### config.mk
export PLATFORM = sky130hd
export DESIGN_NAME = snake_game_core
export DESIGN_NICKNAME = d
export VERILOG_FILES = /design/src/rtl/snake_game_core.sv
export SDC_FILE = /design/constraint.sdc
export NUM_CORES = 2
export LEC_CHECK = 0
export ABC_AREA = 1
export CORE_MARGIN = 3
export CORE_UTILIZATION = 55
export CTS_CLUSTER_DIAMETER = 40
export DETAILED_ROUTE_END_ITERATION = 16
export HOLD_SLACK_MARGIN = 0.15
export PLACE_DENSITY = 0.68
export RECOVER_POWER = 100
export SLEW_MARGIN = 10
export SYNTH_ARGS = -nofsm -noshare
export SYNTH_HDL_FRONTEND = slang
export SYNTH_SLANG_ARGS = --single-unit
### constraint.sdc
create_clock -name clk -period 3.8 [get_ports clk]
set_input_delay 0.76 -clock clk [delete_from_list [all_inputs] [get_ports clk]]
set_output_delay 0.76 -clock clk [all_outputs]
set_load 0.02 [all_outputs]
### src/rtl/snake_game_core.sv
// snake_game_core
//   Parametrised snake engine. Holds the head, apple and tail-segment storage,
//   advances the snake once every TICK_DIV clocks, handles growth, walls or
//   wrap-around and game-over. Sits between the joystick decoder (dir_in) and
//   the VGA renderer, which walks the body through the tail read port.
//
// Optional feature: define SNAKE_SELF_COLLIDE_EN to end the game when the head
//   steps onto its own body. Without the macro no body comparators exist and
//   the snake may overlap itself.
//
// Ports
//   clk, rst_n        game clock, asynchronous active-low reset
//   start             1-cycle start/restart pulse (honoured in IDLE/GAME_OVER)
//   dir_in, dir_valid requested direction (00 up, 01 right, 10 down, 11 left)
//   head_x, head_y    current head cell
//   apple_x, apple_y  current apple cell
//   num_tails         number of live tail segments
//   tail_rd_idx       body segment to read, 0 = segment nearest the head
//   tail_rd_x/_y/_vld combinational segment read, vld = idx < num_tails
//   tick              high during each step cycle
//   game_over         high in GAME_OVER
//   state             00 IDLE, 01 RUN, 10 APPLE, 11 GAME_OVER
module snake_game_core #(
  parameter int          GRID_W    = 32,
  parameter int          GRID_H    = 24,
  parameter int          X_W       = 5,
  parameter int          Y_W       = 5,
  parameter int          MAX_TAILS = 64,
  parameter int          NT_W      = 7,
  parameter int          TICK_DIV  = 12_500_000,
  parameter int          WRAP_MODE = 0,
  parameter logic [15:0] LFSR_SEED = 16'hACE1
) (
  input  logic                         clk,
  input  logic                         rst_n,
  input  logic                         start,
  input  logic [1:0]                   dir_in,
  input  logic                         dir_valid,
  output logic [X_W-1:0]               head_x,
  output logic [Y_W-1:0]               head_y,
  output logic [X_W-1:0]               apple_x,
  output logic [Y_W-1:0]               apple_y,
  output logic [NT_W-1:0]              num_tails,
  input  logic [$clog2(MAX_TAILS)-1:0] tail_rd_idx,
  output logic [X_W-1:0]               tail_rd_x,
  output logic [Y_W-1:0]               tail_rd_y,
  output logic                         tail_rd_vld,
  output logic                         tick,
  output logic                         game_over,
  output logic [1:0]                   state
);

  localparam int CNT_W = $clog2(TICK_DIV);

  localparam logic [1:0] DIR_UP    = 2'b00;
  localparam logic [1:0] DIR_RIGHT = 2'b01;
  localparam logic [1:0] DIR_DOWN  = 2'b10;
  localparam logic [1:0] DIR_LEFT  = 2'b11;

  typedef enum logic [1:0] {
    IDLE      = 2'b00,
    RUN       = 2'b01,
    APPLE     = 2'b10,
    GAME_OVER = 2'b11
  } state_e;

  state_e          state_q, state_d;
  logic [X_W-1:0]  headX_q, headX_d, appleX_q, appleX_d;
  logic [Y_W-1:0]  headY_q, headY_d, appleY_q, appleY_d;
  logic [NT_W-1:0] numTails_q, numTails_d;
  logic [1:0]      dir_q, dir_d, pend_q, pend_d;
  logic [CNT_W-1:0] cnt_q, cnt_d;
  logic [15:0]     lfsr_q, lfsr_d;
  logic [X_W-1:0]  tailX_q [MAX_TAILS];
  logic [Y_W-1:0]  tailY_q [MAX_TAILS];

  logic            stepNow, tailShift, dirAccept;
  logic [X_W-1:0]  nextX, candX;
  logic [Y_W-1:0]  nextY, candY;
  logic            offGrid, wallHit, eat, selfHit, candOk;

  assign stepNow = (state_q == RUN) && (cnt_q == CNT_W'(TICK_DIV - 1));

  // A reversal is judged against the direction currently being travelled,
  // so the snake can never fold back onto its own neck.
  assign dirAccept = dir_valid && (dir_in != (dir_q ^ 2'b10));

  assign lfsr_d = {lfsr_q[14:0], lfsr_q[15] ^ lfsr_q[13] ^ lfsr_q[12] ^ lfsr_q[10]};

  assign candX  = lfsr_q[X_W-1:0];
  assign candY  = lfsr_q[X_W+Y_W-1:X_W];
  assign candOk = ((X_W+1)'(candX) < (X_W+1)'(GRID_W)) &&
                  ((Y_W+1)'(candY) < (Y_W+1)'(GRID_H));

  // The step uses the pending direction, which becomes the travelled one at
  // the same edge. offGrid flags a move across an edge; the wrapped cell is
  // produced regardless and only used when wrapping is enabled.
  always_comb begin
    nextX   = headX_q;
    nextY   = headY_q;
    offGrid = 1'b0;
    unique case (pend_q)
      DIR_UP: begin
        offGrid = (headY_q == '0);
        nextY   = offGrid ? Y_W'(GRID_H - 1) : headY_q - Y_W'(1);
      end
      DIR_RIGHT: begin
        offGrid = (headX_q == X_W'(GRID_W - 1));
        nextX   = offGrid ? '0 : headX_q + X_W'(1);
      end
      DIR_DOWN: begin
        offGrid = (headY_q == Y_W'(GRID_H - 1));
        nextY   = offGrid ? '0 : headY_q + Y_W'(1);
      end
      DIR_LEFT: begin
        offGrid = (headX_q == '0);
        nextX   = offGrid ? X_W'(GRID_W - 1) : headX_q - X_W'(1);
      end
    endcase
  end

  assign wallHit = offGrid && (WRAP_MODE == 0);
  assign eat     = (nextX == appleX_q) && (nextY == appleY_q);

`ifdef SNAKE_SELF_COLLIDE_EN
  // The last live segment moves out of the way on a plain step, so it only
  // counts as an obstacle when the snake is growing this step.
  always_comb begin
    selfHit = 1'b0;
    for (int i = 0; i < MAX_TAILS; i++) begin
      if ((NT_W'(i) < numTails_q) &&
          (eat || (NT_W'(i) != numTails_q - NT_W'(1))) &&
          (tailX_q[i] == nextX) && (tailY_q[i] == nextY)) begin
        selfHit = 1'b1;
      end
    end
  end
`else
  assign selfHit = 1'b0;
`endif

  // Game sequencing: start, apple placement, stepping and game-over.
  always_comb begin
    state_d    = state_q;
    headX_d    = headX_q;
    headY_d    = headY_q;
    appleX_d   = appleX_q;
    appleY_d   = appleY_q;
    numTails_d = numTails_q;
    dir_d      = dir_q;
    pend_d     = dirAccept ? dir_in : pend_q;
    cnt_d      = cnt_q;
    tailShift  = 1'b0;
    unique case (state_q)
      IDLE, GAME_OVER: begin
        if (start) begin
          headX_d    = X_W'(GRID_W / 2);
          headY_d    = Y_W'(GRID_H / 2);
          dir_d      = DIR_RIGHT;
          pend_d     = DIR_RIGHT;
          numTails_d = '0;
          cnt_d      = '0;
          state_d    = APPLE;
        end
      end
      APPLE: begin
        cnt_d = '0;
        if (candOk) begin
          appleX_d = candX;
          appleY_d = candY;
          state_d  = RUN;
        end
      end
      RUN: begin
        if (stepNow) begin
          cnt_d = '0;
          dir_d = pend_q;
          if (wallHit || selfHit) begin
            state_d = GAME_OVER;
          end else begin
            tailShift = 1'b1;
            headX_d   = nextX;
            headY_d   = nextY;
            if (eat) begin
              if (numTails_q != NT_W'(MAX_TAILS)) begin
                numTails_d = numTails_q + NT_W'(1);
              end
              state_d = APPLE;
            end
          end
        end else begin
          cnt_d = cnt_q + CNT_W'(1);
        end
      end
    endcase
  end

  // Core game registers.
  always_ff @(posedge clk or negedge rst_n) begin
    if (!rst_n) begin
      state_q    <= IDLE;
      headX_q    <= X_W'(GRID_W / 2);
      headY_q    <= Y_W'(GRID_H / 2);
      appleX_q   <= '0;
      appleY_q   <= '0;
      numTails_q <= '0;
      dir_q      <= DIR_RIGHT;
      pend_q     <= DIR_RIGHT;
      cnt_q      <= '0;
      lfsr_q     <= LFSR_SEED;
    end else begin
      state_q    <= state_d;
      headX_q    <= headX_d;
      headY_q    <= headY_d;
      appleX_q   <= appleX_d;
      appleY_q   <= appleY_d;
      numTails_q <= numTails_d;
      dir_q      <= dir_d;
      pend_q     <= pend_d;
      cnt_q      <= cnt_d;
      lfsr_q     <= lfsr_d;
    end
  end

  // Body storage is a shift register; segments past num_tails keep stale data.
  always_ff @(posedge clk or negedge rst_n) begin
    if (!rst_n) begin
      for (int i = 0; i < MAX_TAILS; i++) begin
        tailX_q[i] <= '0;
        tailY_q[i] <= '0;
      end
    end else if (tailShift) begin
      tailX_q[0] <= headX_q;
      tailY_q[0] <= headY_q;
      for (int i = 1; i < MAX_TAILS; i++) begin
        tailX_q[i] <= tailX_q[i-1];
        tailY_q[i] <= tailY_q[i-1];
      end
    end
  end

  assign head_x      = headX_q;
  assign head_y      = headY_q;
  assign apple_x     = appleX_q;
  assign apple_y     = appleY_q;
  assign num_tails   = numTails_q;
  assign tick        = stepNow;
  assign game_over   = (state_q == GAME_OVER);
  assign state       = state_q;
  assign tail_rd_vld = (32'(tail_rd_idx) < 32'(numTails_q));
  assign tail_rd_x   = (32'(tail_rd_idx) < MAX_TAILS) ? tailX_q[tail_rd_idx] : '0;
  assign tail_rd_y   = (32'(tail_rd_idx) < MAX_TAILS) ? tailY_q[tail_rd_idx] : '0;

endmodule

==> metrics.csv <==
metric;value;unit
fin nets;3520;
critical path required time;3.04;ns
Async S/R FF share, synth;100;%
worst skew pair latency;0.67;ns
Total Wirelength;78.0;mm
failing checks;capacitance limit, slew limit;
Post-Synthesis Cells;3475;
detailed-route vias per instance;5.66;
Setup crit end kind;output pin;
WP buf/inv;3;
area of the die;67600;sq um
Mean Syn Cell Area;10.2;sq um
Cell variety after synth;47;
Clock Skew;0.0270;ns
Die Span X;260;um
Initial DRC Count;2189;
Leak;0.0187;uW
most frequent CP cell;inv_1;
Hold Vio Cnt, Final;0;
DRC;0;
slowest CP cell;clkdlybuf4s50_1;
DP HPWL;47.4;mm
hold_ws;0.354;ns
Final setup viols;0;
critical path data arrival time;2.79;ns
Warnings, synthesis;0;
Max Cap Violations;1;
Max FO, Critical Path;12;
Tmin final;3.55;ns
Area Growth Syn to Fin;10.4;%
fraction of the yosys area taken by sequential cells;50.3;%
drt first pass iters;6;
area taken by flip-flops and latches;17900;sq um
family with the most delay on the worst path;buffers and inverters;
clock-pin slew on the worst setup and hold paths;0.05;ns
critical path cell sequence;inv_1, ha_1, inv_1, nor3_1, clkdlybuf4s50_1;
num rows;92;
RSZ-0062 raised after global routing;false;
core footprint;63400;sq um
critical path start-end classification;reg -> out;
EDFF count, synth;0;
IO Count;54;
crit path launch type;flip-flop;
worst hold path class;reg -> reg;
Layout Utilization;61.8;%
max-slew violations;83;
most frequent cells after synthesis;dfrtp_1 (700), o21ai_0 (621), mux2_4 (410);
syn_nets;3504;
CTS sink count;713;
pwr dens;533;nW/um^2
via count;25100;
vias in the first global route;25800;
Worst Tran Pin Value;2.42;ns
period utilization;93.4;%
initial antenna violation count;0;
result of the run;complete, but fails checks;
Worst VDD drop;0.000556;V
initial core utilization;56.0;%
Syn Std Cell Area;35500;sq um
CTS H-Tree Depth;3;
share of cells above drive strength 1;9.43;%
multi-input combinational cell area;13700;sq um
CTS tree;built;
total track usage;23.9;%
routability cong.;0.902;
Area contributors post-synth;dfrtp_1 (49%), mux2_4 (17%), o21ai_0 (8.8%);
port bufs;53;
top-area cell type share of the netlist area;49.4;%
largest net degree at the start of global routing;163;
most frequent cell after synthesis;dfrtp_1;
Post-DRT Antenna Nets;0;
top_reg_cell synth;dfrtp_1;
Fillers;5329;
total gr overflow;0;
CTS root buf;clkbuf_16;
clock buffer depth;3;
diode count;0;
Die Ht;260;um
slowest cell delay on critical path;0.68;ns
cell taking the most area after synthesis;dfrtp_1;
Slew headroom;-61.1;%
#FFs+latches synth;713;
Routed wire per std cell;17.6;um
first-pass GRT wire length;134;mm
fmax;282;MHz
CTS Buf Count;108;
power by group:
group	leakage, uW	switching (uW)	internal (uW)
Clock	0.00191	3750	6780
Sequential	0.00990	178	7740
Combinational	0.00689	1660	778
logic make-up after synthesis:
logic type	after synthesis	share of synthesized area, %
AOI/OAI and AO/OA	1019	15.1
xor gates and xnor gates	11	0.271
adders and majority gates	17	0.599
buffers and inverters	508	6.73
DFF	713	50.3
muxes	442	18.4
and+or+nand+nor	765	8.62
cell usage in the layout (no fill, tap or decap), types with 9 or more instances in the layout:
cell             n
clkbuf_8        12
nand2_1        402
o31ai_1         12
o211ai_1        11
nand4_1         14
clkbuf_2        10
clkbuf_1        22
clkinv_4        13
buf_4           33
bufinv_16       19
a21oi_1        206
clkinvlp_4       9
dfrtp_1        700
o22ai_1         15
nor3_1          16
nor2_1         260
o21ai_1         10
ha_1            17
o21ai_0        713
clkinv_2        19
clkbuf_16      108
buf_12          37
inv_1          264
dlygate4sd3_1   32
a221oi_1        16
o221ai_1        22
nand3_1         56
mux2_1         411
mux2_2          30
final timing paths:
check                           start           end  slack (ns)  cells past startpoint
min in group asynchronous       rst_n   tailY_q[13]        1.39                      2
setup reg to reg             state[1]     head_y[4]        0.37                     10
setup / recovery             state[1]          tick        0.25                      5
hold / removal             lfsr_q[14]    lfsr_q[15]        0.35                      0
max in group asynchronous       rst_n  tailY_q[305]        0.58                      3
hold reg to reg            lfsr_q[14]    lfsr_q[15]        0.35                      0
layer usage:
metal  vias to the layer above  global-route usage, %  share of wire [%]
met5                         -                      0                  0
met4                         0                   7.51                2.5
met3                       147                   4.92                5.2
met2                       547                   36.8                 46
met1                     12500                   34.2                 46
li1                      11900                      -                  -
state kept, by name (all words and copies together), names as in the netlist, 5 cells and up:
register and flops:
head_y 5, apple_y 5, tailY_q 320, head_x 5, num_tails 7, lfsr_q 16
apple_x 5, tailX_q 320, cnt_q 24
through the flow:
stage          area (sq um)  total power [uW]  worst slack [ns]  setup TNS [ns]  std cells
6_report              39200             20900             0.251               0       4430
5_1_grt               39200             21800            0.0753               0       4430
4_1_cts               40800             21200           0.00506               0       4430
3_5_place_dp          36900             10600            0.0128               0       4226
3_3_place_gp          36900             10500          -0.00202        -0.00202       4226
2_1_floorplan         35500              9520             0.679               0       3475
worst reg2reg max path: stages, from the launching register on:
cell and delay, ns:
dfrtp_1 0.43, inv_1 0.06, ha_1 0.27, inv_1 0.34, nor2_1 0.20, nor2_1 0.89, inv_1 0.45, nor2_1 0.19
buf_4 0.16, inv_1 0.14, o22ai_1 0.20
area by class of cell:
class | instances | area share, %
Sequential cell | 713 | 45.6
Tap cell | 846 | 2.70
Timing Repair Buffer | 141 | 4.06
Inverter | 273 | 2.63
Multi-Input combinational cell | 2254 | 35.0
Clock inverter | 75 | 2.65
Clock buffer | 128 | 7.37
repair_timing:
| action | 4_1_cts | 5_1_grt |
|---|---|---|
| hold endpoints to repair | 22 | 0 |
| gates resized for setup | 0 | 16 |
| hold buffers | 1 | 0 |
| setup buffers | 0 | 0 |
| setup endpoints to repair | 0 | 11 |
Note: power is estimated with default switching activity, not from simulation.
